==> config.mk <==
export PLATFORM = sky130hd
export DESIGN_NAME = controller_rd
export DESIGN_NICKNAME = d
export VERILOG_FILES = /design/src/rtl/fifo_pkg.sv /design/src/rtl/sync_2ff.sv /design/src/rtl/controller_rd.sv
export SDC_FILE = /design/constraint.sdc
export NUM_CORES = 1
export LEC_CHECK = 0
export BUFFER_PORTS_ARGS = -buffer_cell sky130_fd_sc_hd__buf_2
export CAP_MARGIN = 25
export CELL_PAD_IN_SITES_DETAIL_PLACEMENT = 1
export CELL_PAD_IN_SITES_GLOBAL_PLACEMENT = 2
export CORE_MARGIN = 8
export CORE_UTILIZATION = 32
export CTS_BUF_LIST = sky130_fd_sc_hd__clkbuf_4 sky130_fd_sc_hd__clkbuf_8 sky130_fd_sc_hd__clkbuf_16
export DETAILED_ROUTE_END_ITERATION = 8
export PLACE_DENSITY_LB_ADDON = 0.1
export SYNTH_ARGS = -nofsm -noshare
export SYNTH_HDL_FRONTEND = slang
export SYNTH_SLANG_ARGS = --single-unit
export TNS_END_PERCENT = 1
==> constraint.sdc <==
create_clock -name rclk -period 5.5 [get_ports rclk]
set_input_delay 1.375 -clock rclk [delete_from_list [all_inputs] [get_ports rclk]]
set_output_delay 1.375 -clock rclk [all_outputs]
set_load 0.01 [all_outputs]
==> src/rtl/fifo_pkg.sv <==
// Pointer encoding helpers shared by the FIFO read and write controllers.
// Callers zero-extend a pointer to PTR_MAX_W bits and cast the result back down.
package fifo_pkg;

    localparam int unsigned PTR_MAX_W = 32;

    typedef logic [PTR_MAX_W-1:0] ptr_max_t;

    function automatic ptr_max_t bin2gray(input ptr_max_t b);
        return b ^ (b >> 1);
    endfunction

    // Upper bits are zero after extension, so folding every shift in is width-independent.
    function automatic ptr_max_t gray2bin(input ptr_max_t g);
        ptr_max_t b;
        b = g;
        for (int unsigned i = 1; i < PTR_MAX_W; i++) begin
            b = b ^ (g >> i);
        end
        return b;
    endfunction

endpackage

==> src/rtl/sync_2ff.sv <==
// Two-flop synchronizer for a Gray-coded pointer crossing into this clock domain.
module sync_2ff #(
    parameter int unsigned WIDTH = 1
) (
    input  logic             clk,
    input  logic             reset_L,
    input  logic [WIDTH-1:0] d,
    output logic [WIDTH-1:0] q
);

    logic [WIDTH-1:0] ff1_d, ff1_q;
    logic [WIDTH-1:0] ff2_d, ff2_q;

    always_comb begin
        ff1_d = d;
        ff2_d = ff1_q;
    end

    always_ff @(posedge clk) begin
        if (!reset_L) begin
            ff1_q <= '0;
            ff2_q <= '0;
        end else begin
            ff1_q <= ff1_d;
            ff2_q <= ff2_d;
        end
    end

    assign q = ff2_q;

endmodule

==> src/rtl/controller_rd.sv <==
// Read-side pointer controller of the async FIFO: read address/enable, empty, count, rvalid.
// Optional almost_empty output enabled by defining CONTROLLER_RD_ALMOST_EMPTY_EN.
module controller_rd
    import fifo_pkg::*;
#(
    parameter int unsigned PTRWIDTH = 4
`ifdef CONTROLLER_RD_ALMOST_EMPTY_EN
    , parameter int unsigned ALMOST_EMPTY_TH = 2
`endif
) (
    input  logic              rclk,
    input  logic              reset_L,
    input  logic              pop,
    input  logic [PTRWIDTH:0] wrptr_gray,
    output logic              empty,
    output logic              rd_en,
    output logic [PTRWIDTH:0] rdptr_bin,
    output logic [PTRWIDTH:0] rdptr_gray,
    output logic              rvalid,
    output logic [PTRWIDTH:0] rdcount
`ifdef CONTROLLER_RD_ALMOST_EMPTY_EN
    , output logic            almost_empty
`endif
);

    typedef logic [PTRWIDTH:0] ptr_t;

    ptr_t wrptr_gray_ff2;
    ptr_t wrptr_sync_bin;
    ptr_t rdptr_next;
    ptr_t rdptr_bin_d, rdptr_bin_q;
    ptr_t rdptr_gray_d, rdptr_gray_q;
    logic rvalid_d, rvalid_q;

    sync_2ff #(
        .WIDTH(PTRWIDTH + 1)
    ) u_wrptr_sync (
        .clk    (rclk),
        .reset_L(reset_L),
        .d      (wrptr_gray),
        .q      (wrptr_gray_ff2)
    );

    assign wrptr_sync_bin = ptr_t'(gray2bin(ptr_max_t'(wrptr_gray_ff2)));

    // Full compare including the wrap bit: equal low bits with differing wrap bit is full.
    always_comb begin
        empty        = !reset_L || (rdptr_bin_q == wrptr_sync_bin);
        rd_en        = pop && !empty;
        rdptr_next   = rdptr_bin_q + ptr_t'(rd_en);
        rdptr_bin_d  = rdptr_next;
        rdptr_gray_d = ptr_t'(bin2gray(ptr_max_t'(rdptr_next)));
        rvalid_d     = rd_en;
    end

    always_ff @(posedge rclk) begin
        if (!reset_L) begin
            rdptr_bin_q  <= '0;
            rdptr_gray_q <= '0;
            rvalid_q     <= 1'b0;
        end else begin
            rdptr_bin_q  <= rdptr_bin_d;
            rdptr_gray_q <= rdptr_gray_d;
            rvalid_q     <= rvalid_d;
        end
    end

    assign rdptr_bin  = rdptr_bin_q;
    assign rdptr_gray = rdptr_gray_q;
    assign rvalid     = rvalid_q;
    assign rdcount    = wrptr_sync_bin - rdptr_bin_q;

`ifdef CONTROLLER_RD_ALMOST_EMPTY_EN
    assign almost_empty = !reset_L || (32'(rdcount) <= ALMOST_EMPTY_TH);
`endif

endmodule

; ---- Yosys cells after proc, flatten, opt, wreduce, memory -nomap -nowiden
; Index checks and enable logic that the tools add are counted.
[classes]
add_sub_neg = 2
n_eq_ne = 1
bitwise = 5
reduce_logical = 4
[op_table]
columns = op, count
row1 = $xor A5 B4 Y5, 2
row2 = $add A5 B1 Y5, 1
row3 = $eq A5 B5 Y1, 1
row4 = $sub A5 B5 Y5, 1
row5 = $xor A5 B1 Y5, 1
row6 = $xor A5 B2 Y5, 1
row7 = $xor A5 B3 Y5, 1
row8 = $logic_not A1 Y1, 2
row9 = $logic_and A1 B1 Y1, 1
row10 = $logic_or A1 B1 Y1, 1
[word_totals]
register_bits = 21
out_inout_bits = 18

; ---- Depth between registers and ports, before layout
; Gate-level depths: netlist of run 1.
[depth]
depth_word = 10
ltp_mapped = 14

; ---- Modules after synthesis
; A second synthesis of run 1 with hierarchy kept.
[unflattened]
hier_cells = 88
hier_area_um2 = 904.6
[by_module_without_submodules]
columns = mod, instances, cells_per_inst, area_each_um2
row1 = controller_rd, 1, 68, 641.9
row2 = sync_2ff, 1, 20, 262.8

; ---- Least setup slack after synthesis of run 1
; OpenSTA, ideal clock, no wires.
[synth_timing]
path_type = register -> output
startpoint = reg u_wrptr_sync.ff2_q[4], in the netlist u_wrptr_sync.q[4]
endpoint = out rdcount[4]
arrival_ps = 2323
t_required_ps = 4125
path_slack_ps = 1802
path_stages_with_launch = 11
path_cell_list = dfxtp_1 -> xor2_2 -> xor2_2 -> xor2_2 -> xnor2_1 -> ha_1 -> inv_1 -> fa_1 -> a21o_1 -> a21oi_1 -> xor2_1
[synth_between]
elab_chain_cells = 5
[synth_lines]
columns = item, line
row1 = start: declaration, sync_2ff.sv:12  ; logic [WIDTH-1:0] ff2_d, ff2_q;
row2 = start signal: assignment, sync_2ff.sv:22  ; ff2_q <= '0;
row3 = start signal: assignment, sync_2ff.sv:25  ; ff2_q <= ff2_d;
row4 = $xor A5 B4 Y5, fifo_pkg.sv:18  ; b = b ^ (g >> i);
row5 = $xor A5 B3 Y5, fifo_pkg.sv:18
row6 = $xor A5 B2 Y5, fifo_pkg.sv:18
row7 = $xor A5 B1 Y5 (*), fifo_pkg.sv:18
row8 = $sub A5 B5 Y5 (*), controller_rd.sv:71  ; assign rdcount = wrptr_sync_bin - rdptr_bin_q;
row9 = end: declaration, controller_rd.sv:20  ; output logic [PTRWIDTH:0] rdcount
; Mark *: on every way between the ends. The rest lies on a longest branch, timed or not.

; ---- Worst setup path after layout of run 1
; Ends and elaborated chain as after synthesis.

==> metrics.md, run 1 <==
| Metric | Value |
|---|---|
| Period utilization | 0.765 |
| Drt total wl | approximately 1.7 mm |
| Fin util | 0.399 |
| Synth cell types | 19 |
| Crit path time final | roughly 4.2 ns |
| Largest net degree at the start of global routing | 22 |
| Final WS setup | 1.29 ns |
| CP Cell Sequence | xor2_2 > xor2_2 > xor2_2 > xnor2_1 > ha_1 > inv_1 > fa_1 > a21o_1 > a21oi_1 > xor2_1 > buf_2 |
| Synth Register Bits | 20 |
| Setup TNS | 0 ns |
| DRT Pass-1 Iters | 3 |
| Seq/Total Area, Yosys | 0.441 |
| Syn_nets | approximately 100 |
| Hold-fix buffers, CTS | 0 |
| Max IR drop VDD | ~130 uV |
| # DRC | 0 |
| Worst-skew pair later-pin latency | 0.29 ns |
| Area growth syn-to-layout | 20.0% |
| Power Total | a little over 0.3 mW |
| # H-tree levels | 1 |
| Max Cap Violations | 0 |
| Reg clk slew, reported paths | 0.11 ns |
| CTS tree | done |
| Clock buffer depth | 2 |
| Buffer and inverter count on the worst path | 2 |
| WL per Instance | 11.8 um |
| Min-delay src | u_wrptr_sync.ff1_q[3] |
| DIE HEIGHT | between 60 and 70 um |
| Synthesized area | between 900 and 1000 um2 |
| Ant diodes | 0 |
| Worst Hold Depth | 1 |
| R2R Path Start | u_wrptr_sync.q[4] |
| Worst EP required | ~4 ns |
| Final hold vios | 0 |
| Crit start category | flop |
| Initial core utilization | 0.332 |
| Power Dens Cells | around 280 nW/um2 |
| Via count | about 640 |
| First-pass GRT wire length | ~3 mm |
| GRT Resource Usage Total | 0.0727 |
| # clock sinks | 20 |
| Setup violations, final | 0 |
| Worst slew pin tran | between 0.3 and 0.4 ns |
| Placement Setup Slack | approximately 1.6 ns |
| CP delay by family, top | XOR/XNOR gates |
| Io pins | 26 |
| Final net count | 130 |
| Slew Limit Fails | 0 |
| GR Overflow Total | 0 |
| Setup crit end kind | output port |
| Share of layout cells above drive strength 1 | 0.281 |
| Slowest cell on crit path | fa_1 |
| Max Fclk | around 240 MHz |
| Static leakage | about 0.55 nW |
| Crit path top cell by count | xor2_2 |
| Mean post-synth cell area | between 10 and 15 um2 |
| Buffers on Ports | 25 |
| Clock Skews | 0.00264 ns |
| Die width | slightly below 70 um |
| Drt via density | around 4.4 |
| Hold EP | u_wrptr_sync.q[3] |
| Dpl hpwl | between 1 and 1.5 mm |
| Crit path DAT | ~2.8 ns |
| RSZ-0062 raised after global routing | false |
| TritonCTS Buffers | 3 |
| Slew margin rel. | 0.771 |
| Std-Cell Rows | 19 |
| Final RePlAce weighted congestion | approximately 0.73 |
| Status | completed |
| Post-Synthesis Cells | between 80 and 90 |
| Fill cells | 320 |
| Core area | ~2700 um2 |
| Initial antenna violation count | 0 |
| CP peak stage delay | roughly 0.42 ns |
| R2R depth | 13 |
| Root buffer cell | clkbuf_4 |
| Yosys warns | 0 |
| Post-CTS setup buffer count | 0 |
| Flop2flop setup slack | between 2 and 2.5 ns |
| Critical path class | flop to output port |
| Worst-path fanout max | 3 |
| DR iter-0 viols | 20 |
| Post-CTS resize count | 0 |
| Vias in the first global route | 670 |
| ANT nets after route | 0 |
| Worst R2R End | rdptr_gray[1] |
| Die area | about 4800 um2 |
| Hold WC Path Type | flop to flop |
-- sequential cells by signal, summed over array words and instances, names as in the netlist --
register / flops
rdptr_bin: 4
rdptr_gray: 5
rvalid: 1
u_wrptr_sync.ff1_q: 5
u_wrptr_sync.q: 5
-- kinds of logic (layout without fill, tap and decap cells) --
| logic type | count (synthesis) | after routing | share of synthesized area |
|---|---|---|---|
| xor+xnor | 15 | 15 | 0.169 |
| simple gates | 27 | 27 | 0.175 |
| fa+ha+maj | 7 | 7 | 0.105 |
| flops | 20 | 20 | 0.441 |
| mux | 1 | 1 | 0.0110 |
| compound gates | 8 | 8 | 0.0496 |
| buf+inv | 11 | 36 | 0.0496 |
-- synthesized netlist by cell type, drive strengths merged --
| master | instances | share of area |
|---|---|---|
| nand2b | 2 | 0.014 |
| nor2 | 2 | 0.0083 |
| fa | 1 | 0.022 |
| o21ai | 2 | 0.011 |
| xor2 | 10 | 0.12 |
| buf | 1 | 0.0083 |
| inv | 7 | 0.029 |
| and2 | 19 | 0.13 |
| nand2 | 1 | 0.0041 |
| xnor2 | 5 | 0.048 |
| nand4 | 1 | 0.0069 |
| dfxtp | 20 | 0.44 |
| nand3 | 2 | 0.011 |
| mux2i | 1 | 0.011 |
| clkbuf | 3 | 0.012 |
| ha | 6 | 0.083 |
| a21oi | 4 | 0.022 |
| a21o | 2 | 0.017 |
-- layout make-up --
| class | count | area [um2] | share of cell area |
|---|---|---|---|
| multi-input combinational | 58 | 463 | 0.425 |
| tap | 31 | 38.8 | 0.0356 |
| timing repair buffer | 25 | 125 | 0.115 |
| clock buffer | 4 | 36.3 | 0.0333 |
| inverter | 7 | 26.3 | 0.0241 |
| sequential | 20 | 400 | 0.367 |
-- power by group --
| part | total (mW) | switching (mW) | internal [mW] |
|---|---|---|---|
| Combinational | 0.0668 | 0.0354 | 0.0315 |
| Clock | 0.0827 | 0.0424 | 0.0403 |
| Sequential | 0.155 | 0.00311 | 0.152 |
-- worst max-delay path by stage --
stage | cells after the start | to | startpoint
final | 11 | rdcount[4] | u_wrptr_sync.q[4]
after detailed placement | 11 | rdcount[4] | u_wrptr_sync.q[4]
after global placement | 11 | rdcount[4] | u_wrptr_sync.q[4]
after global routing | 11 | rdcount[4] | u_wrptr_sync.q[4]
after floorplan | 10 | rdcount[4] | u_wrptr_sync.q[4]
after CTS | 11 | rdcount[4] | u_wrptr_sync.q[4]
-- cells in the final DEF (no fill, tap or decap), drive strengths merged, types with 4 or more instances in the layout --
| cell type | n |
|---|---|
| inv | 7 |
| xnor2 | 5 |
| a21oi | 4 |
| dfxtp | 20 |
| clkbuf | 4 |
| and2 | 19 |
| ha | 6 |
| buf | 25 |
| xor2 | 10 |
-- layer usage --
layer  vias up  track usage  routed length (um)
met3         2       0.0243                  87
met4         0       0.0273                  17
li1        323            -                   -
met1       297       0.0877                 826
met2        16        0.116                 786
met5         -            0                   0
-- per-stage QoR --
stage | hold WS, ns | instances | instance area, um2
finish | 0.446 | 145 | 1090
CTS | 0.451 | 145 | 1090
detailed placement | 0.423 | 141 | 1050
floorplan | 0.412 | 89 | 908
global route | 0.456 | 145 | 1090
global placement | 0.416 | 141 | 1050
Note: power is estimated with default switching activity, not from simulation.
==> run 2, diff against run 1 <==
--- a/config.mk
+++ b/config.mk
@@ -5,12 +5,13 @@
 export SDC_FILE = /design/constraint.sdc
 export NUM_CORES = 1
 export LEC_CHECK = 0
+export ABC_AREA = 1
 export BUFFER_PORTS_ARGS = -buffer_cell sky130_fd_sc_hd__buf_2
 export CAP_MARGIN = 25
 export CELL_PAD_IN_SITES_DETAIL_PLACEMENT = 1
 export CELL_PAD_IN_SITES_GLOBAL_PLACEMENT = 2
 export CORE_MARGIN = 8
-export CORE_UTILIZATION = 32
+export CORE_UTILIZATION = 25
 export CTS_BUF_LIST = sky130_fd_sc_hd__clkbuf_4 sky130_fd_sc_hd__clkbuf_8 sky130_fd_sc_hd__clkbuf_16
 export DETAILED_ROUTE_END_ITERATION = 8
 export PLACE_DENSITY_LB_ADDON = 0.1
==> constraint.sdc (replaced) <==
create_clock -name rclk -period 3.47 [get_ports rclk]
set_input_delay 0.8675 -clock rclk [delete_from_list [all_inputs] [get_ports rclk]]
set_output_delay 0.8675 -clock rclk [all_outputs]
set_load 0.01 [all_outputs]
==> run 2 against run 1 <==
Against the previous run: synthesized area grew 3.6%; routed wire length increased by 17%; critical path depth rose by 2; combinational power up 46%; worst setup slack worse by 0.87 ns; die area grew 25%; sequential power rose by 58%; first-iteration DRC count down 65%; hold slack got worse by 0.032 ns; largest power group unchanged; sequential share of layout area is 2.3 points lower.
==> metrics.md, run 2 <==
| Metric | Value |
|---|---|
| Io pins | 26 (unchanged) |
| Drt total wl | 2.00 mm (+17%) |
| Seq/Total Area, Yosys | 0.426 (-0.0152) |
| Drt via density | 3.88 (-12%) |
| GRT Resource Usage Total | 0.0699 (-0.00276) |
| Area of the multi-input gates | 429 um2 (-7.3%) |
| Power Dens Cells | 444 nW/um2 (+59%) |
| Core area | 3630 um2 (+33%) |
| Slew margin rel. | 0.817 (+0.0462) |
| Worst-skew pair later-pin latency | 0.25 ns (-0.04 ns) |
| Most frequent cells in the layout | nand2_1 (31), inv_1 (25), buf_2 (25), dfxtp_1 (20), nor2_1 (9) |
| # clock sinks | 20 (unchanged) |
| Period utilization | 0.878 |
| Max Cap Violations | 0 (unchanged) |
| Initial core utilization | 0.259 (-0.0733) |
| Worst R2R End | rdptr_gray[2] |
| Non-Filler Instances | 197 (+36%) |
| DRT Pass-1 Iters | 4 (+1) |
| Worst EP required | 2.60 ns (-1.52 ns) |
| Design Area, Final | 1160 um2 (+6.8%) |
| # H-tree levels | 1 (unchanged) |
| Slew Limit Fails | 0 (unchanged) |
| TritonCTS Buffers | 3 (unchanged) |
| Share of layout cells above drive strength 1 | 0.242 (-0.0391) |
| Reg clk slew, reported paths | 0.07 ns (-0.04 ns) |
| Fill cells | 480 (+50%) |
| # DRC | 0 (unchanged) |
| Synth Register Bits | 20 (unchanged) |
| Largest area contributor in the synthesized netlist | dfxtp_1 |
| Max Fclk | about 330 MHz |
| Ant diodes | 0 (unchanged) |
| Most frequent cell after synthesis | nand2_1 |
| Status | completed |
| Worst Hold Depth | 2 (+1) |
| Placed instance area | 1110 um2 (+5.2%) |
| Async set-reset flop share out of synthesis | 0 (unchanged) |
| Post-Synthesis Cells | 123 (+38%) |
| Hold WC Path Type | flop to flop |
| Max IR drop VDD | 202 uV (+56%) |
| Largest net degree at the start of global routing | 17 (-23%) |
| Post-synth top area share | 0.426 (-0.0152) |
| Die area | 5980 um2 (+25%) |
| CTS tree | done |
| Power Total | 0.517 mW (+70%) |
| Crit path time final | 3.05 ns |
| Crit path DAT | 2.18 ns (-0.65 ns) |
| Worst-path fanout max | 3 (unchanged) |
| CP Cell Sequence | or2_1 > nand2_2 > nand2_2 > nand2_2 > nand2_1 > nand2_1 > ha_1 > inv_1 > fa_1 > nand3_1 > nand2_1 > xor2_1 > buf_2 |
| Static leakage | 0.660 nW (+20%) |
| Initial antenna violation count | 0 (unchanged) |
| Syn_nets | 138 (+33%) |
| Post-synth top cells | nand2_1 (31), inv_1 (25), dfxtp_1 (20) |
| Mean post-synth cell area | 7.65 um2 (-25%) |
| Synth cell types | 18 (-1) |
| Worst slew pin tran | 0.275 ns (-0.0657 ns) |
| Buffer and inverter count on the worst path | 2 (unchanged) |
| Synthesized area | 941 um2 (+3.6%) |
| Clock buffer depth | 2 (unchanged) |
| Via count | 764 (+20%) |
| FF+latch area | 400 um2 (unchanged) |
| First-pass GRT wire length | 3.46 mm (+16%) |
| Final hold vios | 0 (unchanged) |
| CP delay by family, top | simple AND/OR/NAND/NOR gates |
| Dpl hpwl | 1.72 mm (+23%) |
| Synth top area cells | dfxtp_1 (43%), nand2_1 (12%), inv_1 (10%), ha_1 (8.0%), nand2_2 (4.0%) |
| ANT nets after route | 0 (unchanged) |
| Post-CTS resize count | 0 (unchanged) |
| Post-CTS setup buffer count | 0 (unchanged) |
| Hold-fix buffers, CTS | 0 (unchanged) |
| Clock Skews | 0.00838 ns (+0.00574 ns) |
| GR Overflow Total | 0 (unchanged) |
| Post-synth EDFFs | 0 (unchanged) |
| Flop2flop setup slack | 0.86 ns (-1.58 ns) |
| Std-Cell Rows | 22 (+3) |
| Setup violations, final | 0 (unchanged) |
| Buffers on Ports | 25 (unchanged) |
| Final net count | 165 (+27%) |
| Fin util | 0.320 (-0.0784) |
| Root buffer cell | clkbuf_8 |
| Crit start category | flop |
| Setup TNS | 0 ns (unchanged) |
| Cell count after placement | 193 (+37%) |
| Die width | 77.4 um (+12%) |
| Min-delay src | u_wrptr_sync.ff1_q[1] |
| RSZ-0062 raised after global routing | false |
| DIE HEIGHT | 77.4 um (+12%) |
| Commonest non-fill, non-tap cell in the layout | nand2_1 |
| Critical path class | flop to output port |
| Top_reg_cell synth | dfxtp_1 |
| DR iter-0 viols | 7 (-65%) |
| Slowest cell on crit path | fa_1 |
| WL per Instance | 10.2 um (-14%) |
| R2R depth | 19 (+6) |
| R2R Path Start | u_wrptr_sync.q[4] |
| Vias in the first global route | 796 (+19%) |
| Area growth syn-to-layout | 23.7% |
| Yosys warns | 0 (unchanged) |
| Hold EP | u_wrptr_sync.q[1] |
| Final RePlAce weighted congestion | 0.745 (+1.7%) |
| Setup crit end kind | output port |
| CP peak stage delay | 0.43 ns (about the same) |
[run 2: cell types whose count changed in the layout (fill, tap and decap cells not counted), moves of 3 or more]
cell and change:
nor2_1 +7, and2_1 -19, nand2_2 +6, nand3_1 +3
inv_1 +18, clkbuf_4 -3, nand2_1 +30, xor2_1 -3
clkbuf_8 +3, xor2_2 -3
[run 2: worst reg2reg max path: cells and delay by family, from the launching register on]
kind	cells	cell delay, ns
buffers and inverters	2	0.14
flip-flops	1	0.33
AND/OR/NAND/NOR	14	1.28
adder cells (fa/ha/maj)	3	0.77
[run 2: layout make-up]
cell class | count | share of cell area
tap | 48 | 0.0516
timing repair buffer | 25 | 0.108
clock buffer | 4 | 0.0473
inverter | 25 | 0.0806
multi-input combinational | 75 | 0.369
sequential | 20 | 0.344
[run 2: layer usage]
layer,GRT usage,vias to the layer above,share of wire
li1,-,415,-
met1,0.0855,331,0.52
met2,0.109,16,0.42
met3,0.0288,2,0.050
met4,0.0226,0,0.011
met5,0,-,0
[run 2: cell families after synthesis]
group	count (synthesis)	synth area share
buffers and inverters	28	0.118
XOR/XNOR	7	0.0652
flip-flops	20	0.426
adder cells (fa/ha/maj)	7	0.101
AND/OR/NAND/NOR	57	0.269
AO/OA/AOI/OAI	4	0.0213
[run 2: metrics by stage]
step	worst slack, ns	hold slack (ns)
6_report	0.424	0.414
5_1_grt	0.234	0.441
4_1_cts	0.380	0.417
3_5_place_dp	0.663	0.399
3_3_place_gp	0.698	0.397
2_1_floorplan	0.825	0.390
[run 2: how the worst max path moves through the flow]
stage,startpoint,end,slack [ns],cells after the start
final,u_wrptr_sync.q[4],rdcount[4],0.42,13
after global routing,u_wrptr_sync.q[4],rdcount[4],0.23,13
after CTS,u_wrptr_sync.q[4],rdcount[4],0.38,13
after detailed placement,u_wrptr_sync.q[4],rdcount[4],0.66,13
after global placement,u_wrptr_sync.q[4],rdcount[4],0.70,13
after floorplan,u_wrptr_sync.q[4],rdcount[4],0.82,12
[run 2: where the power goes]
part | internal (mW) | switching, mW | leakage, nW
registers | 0.240 | 0.00462 | 0.164
clock network | 0.101 | 0.0742 | 0.0288
logic | 0.0420 | 0.0554 | 0.467
total | 0.383 | 0.134 | 0.660
